`src/rtl/txn_fifo_param.sv`:
```
// Parametrised synchronous FIFO buffering APB transactions between the request source and the APB master.
// Supports first-word-fall-through or registered-read output, threshold flags and sticky error flags.
module txn_fifo_param #(
  parameter int DATA_W    = 66,
  parameter int DEPTH     = 16,
  parameter int FWFT      = 1,
  parameter int AFULL_TH  = 12,
  parameter int AEMPTY_TH = 2
) (
  input  logic                       clk,
  input  logic                       rst,
  input  logic                       flush,
  input  logic                       wr_en,
  input  logic [DATA_W-1:0]          din,
  input  logic                       rd_en,
  output logic [DATA_W-1:0]          dout,
  output logic                       full,
  output logic                       empty,
  output logic                       almost_full,
  output logic                       almost_empty,
  output logic [$clog2(DEPTH):0]     count,
  output logic                       overflow,
  output logic                       underflow,
  input  logic                       clr_err
);

  localparam int PW = $clog2(DEPTH);
  localparam int CW = PW + 1;
  localparam logic [CW-1:0] DEPTH_C  = CW'(DEPTH);
  localparam logic [CW-1:0] AFULL_C  = CW'(AFULL_TH);
  localparam logic [CW-1:0] AEMPTY_C = CW'(AEMPTY_TH);

  logic [DATA_W-1:0] mem [DEPTH];
  logic [PW-1:0]     wr_ptr_reg;
  logic [PW-1:0]     rd_ptr_reg;
  logic [CW-1:0]     count_reg;
  logic              overflow_reg;
  logic              underflow_reg;
  logic              rd_ok;
  logic              wr_ok;

  assign full         = (count_reg == DEPTH_C);
  assign empty        = (count_reg == '0);
  assign almost_full  = (count_reg >= AFULL_C);
  assign almost_empty = (count_reg <= AEMPTY_C);
  assign count        = count_reg;
  assign overflow     = overflow_reg;
  assign underflow    = underflow_reg;

  // A pop frees a slot in the same cycle, so a full FIFO can still accept a push.
  assign rd_ok = rd_en && !empty;
  assign wr_ok = wr_en && (!full || rd_ok);

  always_ff @(posedge clk) begin
    if (wr_ok && !flush) begin
      mem[wr_ptr_reg] <= din;
    end
  end

  always_ff @(posedge clk or posedge rst) begin
    if (rst) begin
      wr_ptr_reg <= '0;
      rd_ptr_reg <= '0;
      count_reg  <= '0;
    end else if (flush) begin
      wr_ptr_reg <= '0;
      rd_ptr_reg <= '0;
      count_reg  <= '0;
    end else begin
      if (wr_ok) wr_ptr_reg <= wr_ptr_reg + PW'(1);
      if (rd_ok) rd_ptr_reg <= rd_ptr_reg + PW'(1);
      case ({wr_ok, rd_ok})
        2'b10:   count_reg <= count_reg + CW'(1);
        2'b01:   count_reg <= count_reg - CW'(1);
        default: count_reg <= count_reg;
      endcase
    end
  end

  // A new error in the same cycle as clr_err keeps the flag set.
  always_ff @(posedge clk or posedge rst) begin
    if (rst) begin
      overflow_reg  <= 1'b0;
      underflow_reg <= 1'b0;
    end else begin
      overflow_reg  <= (overflow_reg && !clr_err) || (wr_en && !wr_ok && !flush);
      underflow_reg <= (underflow_reg && !clr_err) || (rd_en && !rd_ok && !flush);
    end
  end

  generate
    if (FWFT != 0) begin : g_fwft
      assign dout = empty ? '0 : mem[rd_ptr_reg];
    end else begin : g_reg
      logic [DATA_W-1:0] dout_reg;
      always_ff @(posedge clk or posedge rst) begin
        if (rst) begin
          dout_reg <= '0;
        end else if (flush) begin
          dout_reg <= '0;
        end else if (rd_ok) begin
          dout_reg <= mem[rd_ptr_reg];
        end
      end
      assign dout = dout_reg;
    end
  endgenerate

endmodule
```
`config.mk`:
```
export PLATFORM = sky130hd
export DESIGN_NAME = txn_fifo_param
export DESIGN_NICKNAME = d
export VERILOG_FILES = /design/src/rtl/txn_fifo_param.sv
export SDC_FILE = /design/constraint.sdc
export NUM_CORES = 1
export LEC_CHECK = 0
export ABC_AREA = 1
export CAP_MARGIN = 20
export CORE_UTILIZATION = 56
export DETAILED_ROUTE_END_ITERATION = 8
export GPL_TIMING_DRIVEN = 0
export PLACE_DENSITY_LB_ADDON = 0.2
export SETUP_SLACK_MARGIN = 0.5
export SKIP_LAST_GASP = 1
export SYNTH_ARGS = -nofsm -noshare
export SYNTH_HDL_FRONTEND = slang
export SYNTH_SLANG_ARGS = --single-unit
```
`constraint.sdc`:
```
create_clock -name clk -period 5.05 [get_ports clk]
set_input_delay 0.505 -clock clk [delete_from_list [all_inputs] [get_ports clk]]
set_output_delay 0.505 -clock clk [all_outputs]
set_load 0.02 [all_outputs]
```
Word level (Yosys, flattened, before mapping). Memories as Yosys holds them, arrays and structs flattened. Cells that the tools add are included.

Output and inout port bits: 77. Memories: 1. Flip-flop bits (word level): 15. Logic and storage cells: 46. RAM bits: 1056.

Memory list: mem (words 16, bits a word 66, read ports 1, clocked after Yosys merged registers in 0, wr ports 1, line 33) `logic [DATA_W-1:0] mem [DEPTH];`.

Multiplexer cells: 9. Order comparisons: 2. $add $sub $neg: 4. Reduce and logical (&&, ||, !) cells: 22. Equal/unequal tests: 3.

Operator list (number): $mux 66 (1); $mux 4 (4); $pmux 5 s2 (1); $logic_and 1x1->1 (9); $add 4x1->4 const B (2); $logic_not 1->1 (6); $add 5x1->5 const B (1); $eq 5x5->1 const B (1); $ge 5x4->1 const B (1); $le 5x2->1 const B (1); $logic_not 5->1 (1); $mux 5 (1); $sub 5x1->5 const B (1); $reduce_bool 2->1 (2); $logic_or 1x1->1 (3); $reduce_bool 3->1 (1); $eq 2x1->1 const B (1); $eq 2x2->1 const B (1); $mux 1 (2).

Depth between registers and ports, before layout. Gate-level depths: netlist of the first run.

Depth after elaboration: 9. Gate-level depth with buffers: 13.

Least setup slack after synthesis of the first run. No wires, ideal clock.

Path type: register -> register. Start: register count_reg[2] (netlist: count[2]). End: memory mem[0][0] (enable). Arrival: 3.963 ns. Library setup time: 0.491 ns. Cell stages (with the launch flop): 7. Slack: 0.597 ns. Path through: dfrtp_1 > nor2_1 > nand3_1 > nor2_1 > nor2_1 > nand2_1 > nor2_1.

Cells in the longest elaborated chain, start to end: 8. Elaborated cells on any way between the ends: 10. Classes of those cells: eq/ne (1); mux (2); reduce/logical (7).

Ends and longest elaborated chain: from (decl) (line 36) `logic [CW-1:0] count_reg;`; from (signal assigned) (line 73) `2'b10: count_reg <= count_reg + CW'(1);`; from (signal assigned) (line 74) `2'b01: count_reg <= count_reg - CW'(1);`; from (signal assigned) (line 75) `default: count_reg <= count_reg;`; $logic_not 5->1 (line 43) `assign empty = (count_reg == '0);`; $logic_not 1->1 (line 51) `assign rd_ok = rd_en && !empty;`; $logic_and 1x1->1 (line 51); $logic_or 1x1->1 * (line 52) `assign wr_ok = wr_en && (!full || rd_ok);`; $logic_and 1x1->1 * (line 52); $logic_and 1x1->1 * (line 55) `if (wr_ok && !flush) begin`; $mux 1 * (line 55); $mux 1 (implied by the code) * (line 56) `mem[wr_ptr_reg] <= din;`; to (decl) (line 33).

Mark *: on every way between the ends. The rest lies on a longest branch, timed or not.

Worst setup path after layout of the first run.
Start: register rd_ptr_reg[3]. End: output dout[10].

Cells in the longest elaborated chain, start to end: 2.

Ends and longest elaborated chain: from (decl) (line 35) `logic [PW-1:0] rd_ptr_reg;`; from (signal assigned) (line 71) `if (rd_ok) rd_ptr_reg <= rd_ptr_reg + PW'(1);`; $mem_v2 16x66; $mux 66 (line 93) `assign dout = empty ? '0 : mem[rd_ptr_reg];`; to (decl) (line 16) `output logic [DATA_W-1:0] dout,`.

No other way between the ends.

==> impl_results.md, run 1 <==
* Status: finished clean
* Wire length of the first global-routing pass at roughly 180000 microns
* Crit path time final at approximately 4.6 ns
* Initial antenna violation count at 4
* DR vias at between 30000 and 40000
* Clk Latency, worst-skew pair at ~0.67 ns
* Inserted Clock Buffers at about 110
* Die Span Y at between 200 and 300 microns
* Startpoint types: flop
* Max FFs per register at roughly 1100
* Period utilization at approximately 91%
* Layout cell share with drive strength beyond 1 at approximately 7.0%
* # H-tree levels at 3
* Max Clock Skew at about 0.025 ns
* Sw Pwr at 8.511 mW
* Worst reg-to-reg path cell count at 8
* Crit. Startpoint: rd_ptr_reg[3]$_DFFE_PP0P_
* Bufs on Longest Clock Path at 3
* Post-Layout Cell Count at roughly 5200
* Net Sw Frac at approximately a third
* Yosys warns at 0
* Crit path DAT at around 4 ns
* Slew HR at 31.56%
* Global router's overall resource usage at 31.77%
* Sequential power share at between 30% and 40%
* R2R Setup Slk at roughly 1.9 ns
* Static leakage at between 15 and 20 nW
* Mapped Cells at around 3800
* Total gr overflow at 0
* Die Wd at about 280 microns
* Root Buffer: clkbuf_16
* Worst R2R Start: count[1]$_DFFE_PP0P_
* Setup crit end kind: primary output
* Routability cong. at ~0.83
* Fill cells at 5705
* CP max stage cell: clkdlybuf4s15_1
* Internal Power at approximately 17 mW
* Nets at between 4000 and 5000
* Total negative slack at 0 ns
* R2r endpoint: mem[10][29]$_DFFE_PP_
* Final worst slack at between 0.4 and 0.5 ns
* Die area at roughly 0.079 sq mm
* Hold_ws at 0.2577 ns
* Cts hold-fix bufs at 0
* CTS tree: built
* Post-DRT Antenna Nets at 0
* Max-Cap Viols at 0
* Critical-path maximum fanout at 10
* Placed inst area at between 0.04 and 0.05 sq mm
* VDD IR max at ~0.00037 V
* CTS sink count at ~1100
* Total Power at about 25 mW
* Initial drt markers at ~4000
* Number of cell rows at 102
* Seq/Total Area, Yosys at around 73%
* Library cells used by synthesis at 24
* I/O Pins at about 150
* Critical path, cell by cell: inv_2 > clkbuf_1 > clkdlybuf4s15_1 > nand3_1 > a21oi_1 > clkdlybuf4s50_1
* Post-Syn Nets at 3885
* Sequential cell area at 0.03209 sq mm
* Fin. Hold Viols at 0
* Crit-path max cell delay at 0.90 ns
* Fin. max-slew vios at 0
* Worst hold path class: input port to asynchronous set/reset pin
* RSZ-0062 raised after global routing: false
* Register bit total from synthesis at ~1100
* Core area at between 0.07 and 0.08 sq mm
* Core Util, Final at about two thirds
* Starting Density at 56.47%
* Final instance area at roughly 0.05 sq mm
* Clock transition at path regs at 0.06 ns
* F_max at between 0.2 and 0.25 GHz
* Dpl cells at 5028
* Port buffer count at 148
* Power per Cell Area at between 400 and 500 mW/mm^2
* Final setup violation count at 0
* Synth Area per Inst at 11.48 sq um
* Overall routed net length at between 100000 and 150000 microns
* Number of vias per cell at 5.785
* Critical Path End: dout[10]
* Post-synthesis cell area at roughly 0.044 sq mm
* Clock power share at between 30% and 40%
* Area of the multi-input gates at about 0.010 sq mm
* Pre-CTS WS at between 0.6 and 0.7 ns
* WS Path Type: flop to primary output
* TritonRoute pass-1 iters at 6
* Combinational share of power at 29.5%
* Worst slew pin tran at approximately 1.0 ns
* # DRC at 0
* Largest net degree at the start of global routing at 27
* Area delta synth->final at 16.24%
* Critical path required time at between 4 and 5 ns
* DP Wirelength at a little over 80000 microns
* DR WL/cell at approximately 24 microns
* Number of global-route vias before repair at ~29000
## power groups by stage
stage	Sequential (mW)	Clock, mW	Combinational, mW
after global placement	10.1	0	7.17
after detailed placement	10.1	0	7.30
after global routing	9.92	8.19	7.97
after CTS	9.91	7.85	7.34
after floorplan	10.1	0	4.05
final	9.91	7.85	7.42
## worst max-delay path: cells and delay by family, from the launching register on
family,cells,cell delay (ns)
flops,1,0.40
compound gates,1,0.42
buf+inv,4,2.39
simple gates,1,0.17
## area by class of cell
cell class              count  share of cell area (%)
inverters                 154                   1.151
flip-flops and latches   1071                   63.21
plain buffers             225                   2.080
well taps                1040                   2.563
clock inverters            56                   1.215
multi-input cells        2354                   19.90
repair buffers            185                   4.378
clock buffers             133                   5.501
diodes                      1                0.004930
## synthesized netlist by cell type
cell type / n / area share (%)
a21oi_1: 72 / 0.83
ha_1: 8 / 0.23
buf_2: 45 / 0.52
clkinv_1: 2 / 0.017
edfxtp_1: 1056 / 73
nand3_1: 479 / 5.5
buf_4: 12 / 0.21
nand2_1: 964 / 8.3
inv_1: 148 / 1.3
clkbuf_1: 118 / 1.0
xor2_1: 2 / 0.040
buf_1: 39 / 0.34
inv_2: 3 / 0.026
o21ai_0: 271 / 3.1
inv_4: 1 / 0.014
nand3b_1: 1 / 0.017
xnor2_1: 1 / 0.020
o21ai_1: 1 / 0.011
dfrtp_1: 15 / 0.86
fa_1: 1 / 0.046
nor2_1: 552 / 4.7
o32ai_1: 1 / 0.020
buf_6: 11 / 0.28
nor3_1: 1 / 0.011
## metal layers
metal / part of all wire, % / vias up / global-route usage [%]
li1: - / 13659 / -
met1: 38 / 14530 / 42.36
met2: 48 / 1727 / 51.96
met3: 9.9 / 272 / 5.254
met4: 4.2 / 2 / 13.41
met5: 0.013 / - / 0
## how the worst min path moves through the flow
| stage | start | endpoint | slack (ns) | cells past startpoint |
|---|---|---|---|---|
| floorplan | rst | count[0]$_DFFE_PP0P_ | 0.41 | 1 |
| global placement | overflow$_DFF_PP0_ | overflow$_DFF_PP0_ | 0.51 | 2 |
| detailed placement | overflow$_DFF_PP0_ | overflow$_DFF_PP0_ | 0.53 | 2 |
| CTS | rst | wr_ptr_reg[2]$_DFFE_PP0P_ | 0.26 | 2 |
| global route | rst | underflow$_DFF_PP0_ | 0.32 | 2 |
| finish | rst | underflow$_DFF_PP0_ | 0.26 | 2 |
## kinds of logic (layout without fill, tap and decap cells)
family | count (synthesis) | count (layout) | synth area share [%]
and+or+nand+nor | 1997 | 1997 | 18.55
DFF | 1071 | 1071 | 73.47
buffers and inverters | 379 | 753 | 3.684
AOI/OAI and AO/OA | 345 | 345 | 3.962
adders and majority gates | 9 | 9 | 0.2751
xor gates and xnor gates | 3 | 3 | 0.06018
other | 0 | 1 | 0
## repair_timing
action	4_1_cts	5_1_grt
endpoints found under the hold margin	0	0
endpoints found under the setup margin	59	13
resized for setup	6	22
setup buffers	0	0
## cell usage in the layout (no fill, tap or decap), types with 3 or more instances in the layout
cell / Yosys / layout
edfxtp_1: 1056 / 1056
nand2_1: 964 / 964
nor2_1: 552 / 536
nand3_1: 479 / 479
o21ai_0: 271 / 271
inv_1: 148 / 148
clkdlybuf4s50_1: 0 / 148
clkbuf_1: 118 / 129
clkbuf_16: 0 / 105
a21oi_1: 72 / 71
buf_2: 45 / 43
buf_1: 39 / 36
buf_12: 0 / 32
clkinv_2: 0 / 19
clkinv_1: 2 / 17
nor2_4: 0 / 16
dfrtp_1: 15 / 15
clkbuf_2: 0 / 13
buf_4: 12 / 13
bufinv_16: 0 / 13
buf_6: 11 / 11
ha_1: 8 / 8
clkbuf_8: 0 / 6
inv_6: 0 / 5
inv_2: 3 / 3
clkinv_4: 0 / 3
buf_8: 0 / 3
Power figures use the tool's default switching activity.
==> run 2: changes to the inputs <==
CORE_MARGIN = 2   (was default)
==> run 2 against run 1 <==
  * Setup slack improved by 0.044 ns
  * Worst hold slack got worse by 0.031 ns
  * Sequential share of layout area decreased by 0.17 points
  * Critical path depth unchanged
  * Largest power group unchanged
  * Combinational power is 0.7% higher
  * Largest cell class unchanged
  * Power grew 0.23%
==> impl_results.md, run 2 (synthesis gave the netlist of run 1 again) <==
* Net Sw Frac at 34.29% (+0.49 points)
* Commonest non-fill, non-tap cell in the layout: edfxtp_1
* Die Span Y at 283.3 microns (+0.71%)
* Placed inst area at 0.04738 sq mm (+0.17%)
* Initial antenna violation count at 5 (+1)
* Post-DRT Antenna Nets at 0 (unchanged)
* Largest net degree at the start of global routing at 27 (unchanged)
* Clk Latency, worst-skew pair at 0.69 ns (+0.02 ns)
* Final instance area at 0.05090 sq mm (+0.27%)
* Number of global-route vias before repair at 29373 (+1.7%)
* Power per Cell Area at 495.9 mW/mm^2 (about the same)
* Startpoint types: flop
* Wire length of the first global-routing pass at 185000 microns (+1.7%)
* Clock power share at 31.1% (about the same)
* Fin. Hold Viols at 0 (unchanged)
* # DRC at 0 (unchanged)
* VDD IR max at 0.0004171 V (+12%)
* Number of cell rows at 102 (unchanged)
* # H-tree levels at 3 (unchanged)
* Critical-path maximum fanout at 10 (unchanged)
* Max Clock Skew at 0.03368 ns (+0.008602 ns)
* Worst hold path class: input port to asynchronous set/reset pin
* Total Power at 25.24 mW (+0.23%)
* Overall routed net length at 126300 microns (+1.1%)
* Initial drt markers at 3826 (-6.9%)
* DR vias at 30557 (+1.2%)
* Critical path required time at 4.55 ns (about the same)
* Combinational share of power at 29.6% (about the same)
* Period utilization at 89.64% (-0.87 points)
* Most frequent cells in the layout: 1056 x edfxtp_1, 964 x nand2_1, 536 x nor2_1, 479 x nand3_1, 271 x o21ai_0
* CTS tree: built
* Fin. max-slew vios at 0 (unchanged)
* Grt met1 use at 41.28% (-1.1 points)
* DP Wirelength at 82650 microns (+1.5%)
* Area delta synth->final at 16.55%
* Internal Power at 16.59 mW (-0.52%)
* Core Util, Final at 65.81% (+0.17 points)
* GR peak layer: met2
* Sw Pwr at 8.655 mW (+1.7%)
* Starting Density at 56.47% (unchanged)
* GRT met2 Usage at 50.85% (-1.1 points)
* WS Path Type: flop to primary output
* Nets at 4184 (+0.17%)
* Core area at 0.07734 sq mm (unchanged)
* Global router's overall resource usage at 31.30% (-0.47 points)
* Postcts setup bufs at 0 (unchanged)
* Root Buffer: clkbuf_16
* I/O Pins at 149 (unchanged)
* Setup crit end kind: primary output
* Die Wd at 283.3 microns (+0.71%)
* Total negative slack at 0 ns (unchanged)
* Port buffer count at 148 (unchanged)
* Sequential power share at 39.3% (about the same)
* Final worst slack at 0.5232 ns (+0.04417 ns)
* Pre-CTS WS at 0.6922 ns (+0.009692 ns)
* Routability cong. at 0.8184 (-1.2%)
* Clock transition at path regs at 0.06 ns (about the same)
* RSZ-0062 raised after global routing: true
* Crit path time final at 4.527 ns (-0.04417 ns)
* F_max at 0.2209 GHz (+0.98%)
* Final setup violation count at 0 (unchanged)
* Layout cell share with drive strength beyond 1 at 7.121% (+0.16 points)
* Worst slew pin tran at 1.195 ns (+0.1684 ns)
* Area of the multi-input gates at 0.01010 sq mm (about the same)
* Total gr overflow at 0 (unchanged)
* Fill cells at 5721 (+0.28%)
* Max-Cap Viols at 0 (unchanged)
* Sequential cell area at 0.03209 sq mm (unchanged)
* CTS sink count at 1071 (unchanged)
* Inserted Clock Buffers at 108 (+2.9%)
* Static leakage at 18.54 nW (+0.31%)
* Crit path DAT at 4.02 ns (-0.05 ns)
* DR WL/cell at 24.08 microns (+0.68%)
* Slew HR at 20.33% (-11 points)
* Die area at 0.08024 sq mm (+1.4%)
* Number of vias per cell at 5.828 (+0.75%)
* TritonRoute pass-1 iters at 7 (+1)
* Status: finished clean
* Routing usage on met3 at 6.023% (+0.77 points)
* Max FFs per register at 1056 (unchanged)
* Bufs on Longest Clock Path at 3 (unchanged)
-- run 2: changes by cell type in the layout (fill, tap and decap cells not counted), sizes merged --
cell / change
clkinvlp: +1
clkinv: +27
diode: +3
bufinv: -4
clkbuf: -8
buf: +6
inv: -1
-- run 2: cell type report --
class | instances | share of cell area (%)
flip-flops and latches | 1071 | 63.04
multi-input cells | 2354 | 19.85
clock buffers | 127 | 5.575
repair buffers | 189 | 4.518
well taps | 1040 | 2.557
plain buffers | 225 | 2.072
clock inverters | 79 | 1.217
inverters | 154 | 1.148
diodes | 4 | 0.01967
-- run 2: power by group through the flow --
stage               logic, mW  registers, mW  clock network [mW]
detailed placement       7.34           10.1                   0
global placement         7.20           10.1                   0
floorplan                4.05           10.1                   0
finish                   7.47           9.91                7.85
global route             8.03           9.92                8.23
CTS                      7.41           9.92                7.86
-- run 2: path summary, 6_finish.rpt --
path | start | to | slack [ns] | cells past startpoint
max | rd_ptr_reg[3]$_DFFE_PP0P_ | dout[13] | 0.52 | 6
min | rst | underflow$_DFF_PP0_ | 0.23 | 2
max reg2reg | count[1]$_DFFE_PP0P_ | mem[6][28]$_DFFE_PP_ | 1.91 | 8
min reg2reg | underflow$_DFF_PP0_ | underflow$_DFF_PP0_ | 0.53 | 2
max in group asynchronous | rst | count[0]$_DFFE_PP0P_ | 4.35 | 2
min in group clk | clr_err | overflow$_DFF_PP0_ | 0.39 | 2
-- run 2: through the flow --
stage	hold WS (ns)	std cells
floorplan	0.4065	3804
global placement	0.5129	4992
detailed placement	0.5253	5032
CTS	0.2414	5238
global route	0.3072	5239
finish	0.2265	5243
-- run 2: critical path, cell delays in order, from the launching register on --
cell	delay (ns)
dfrtp_1	0.41
inv_2	0.20
clkbuf_1	0.54
buf_1	0.94
nand3_1	0.24
a21oi_1	0.32
clkdlybuf4s50_1	0.67
-- run 2: per-layer routing --
metal  vias up  wire, microns
met5         -             14
met4         2           5373
met3       310          12460
met2      1744          60640
met1     14802          47770
li1      13699              -
-- run 2: what timing repair did --
action | 4_1_cts | 5_1_grt
resized for setup | 10 | 13
hold buffers | 0 | 0
setup endpoints to repair | 59 | 16
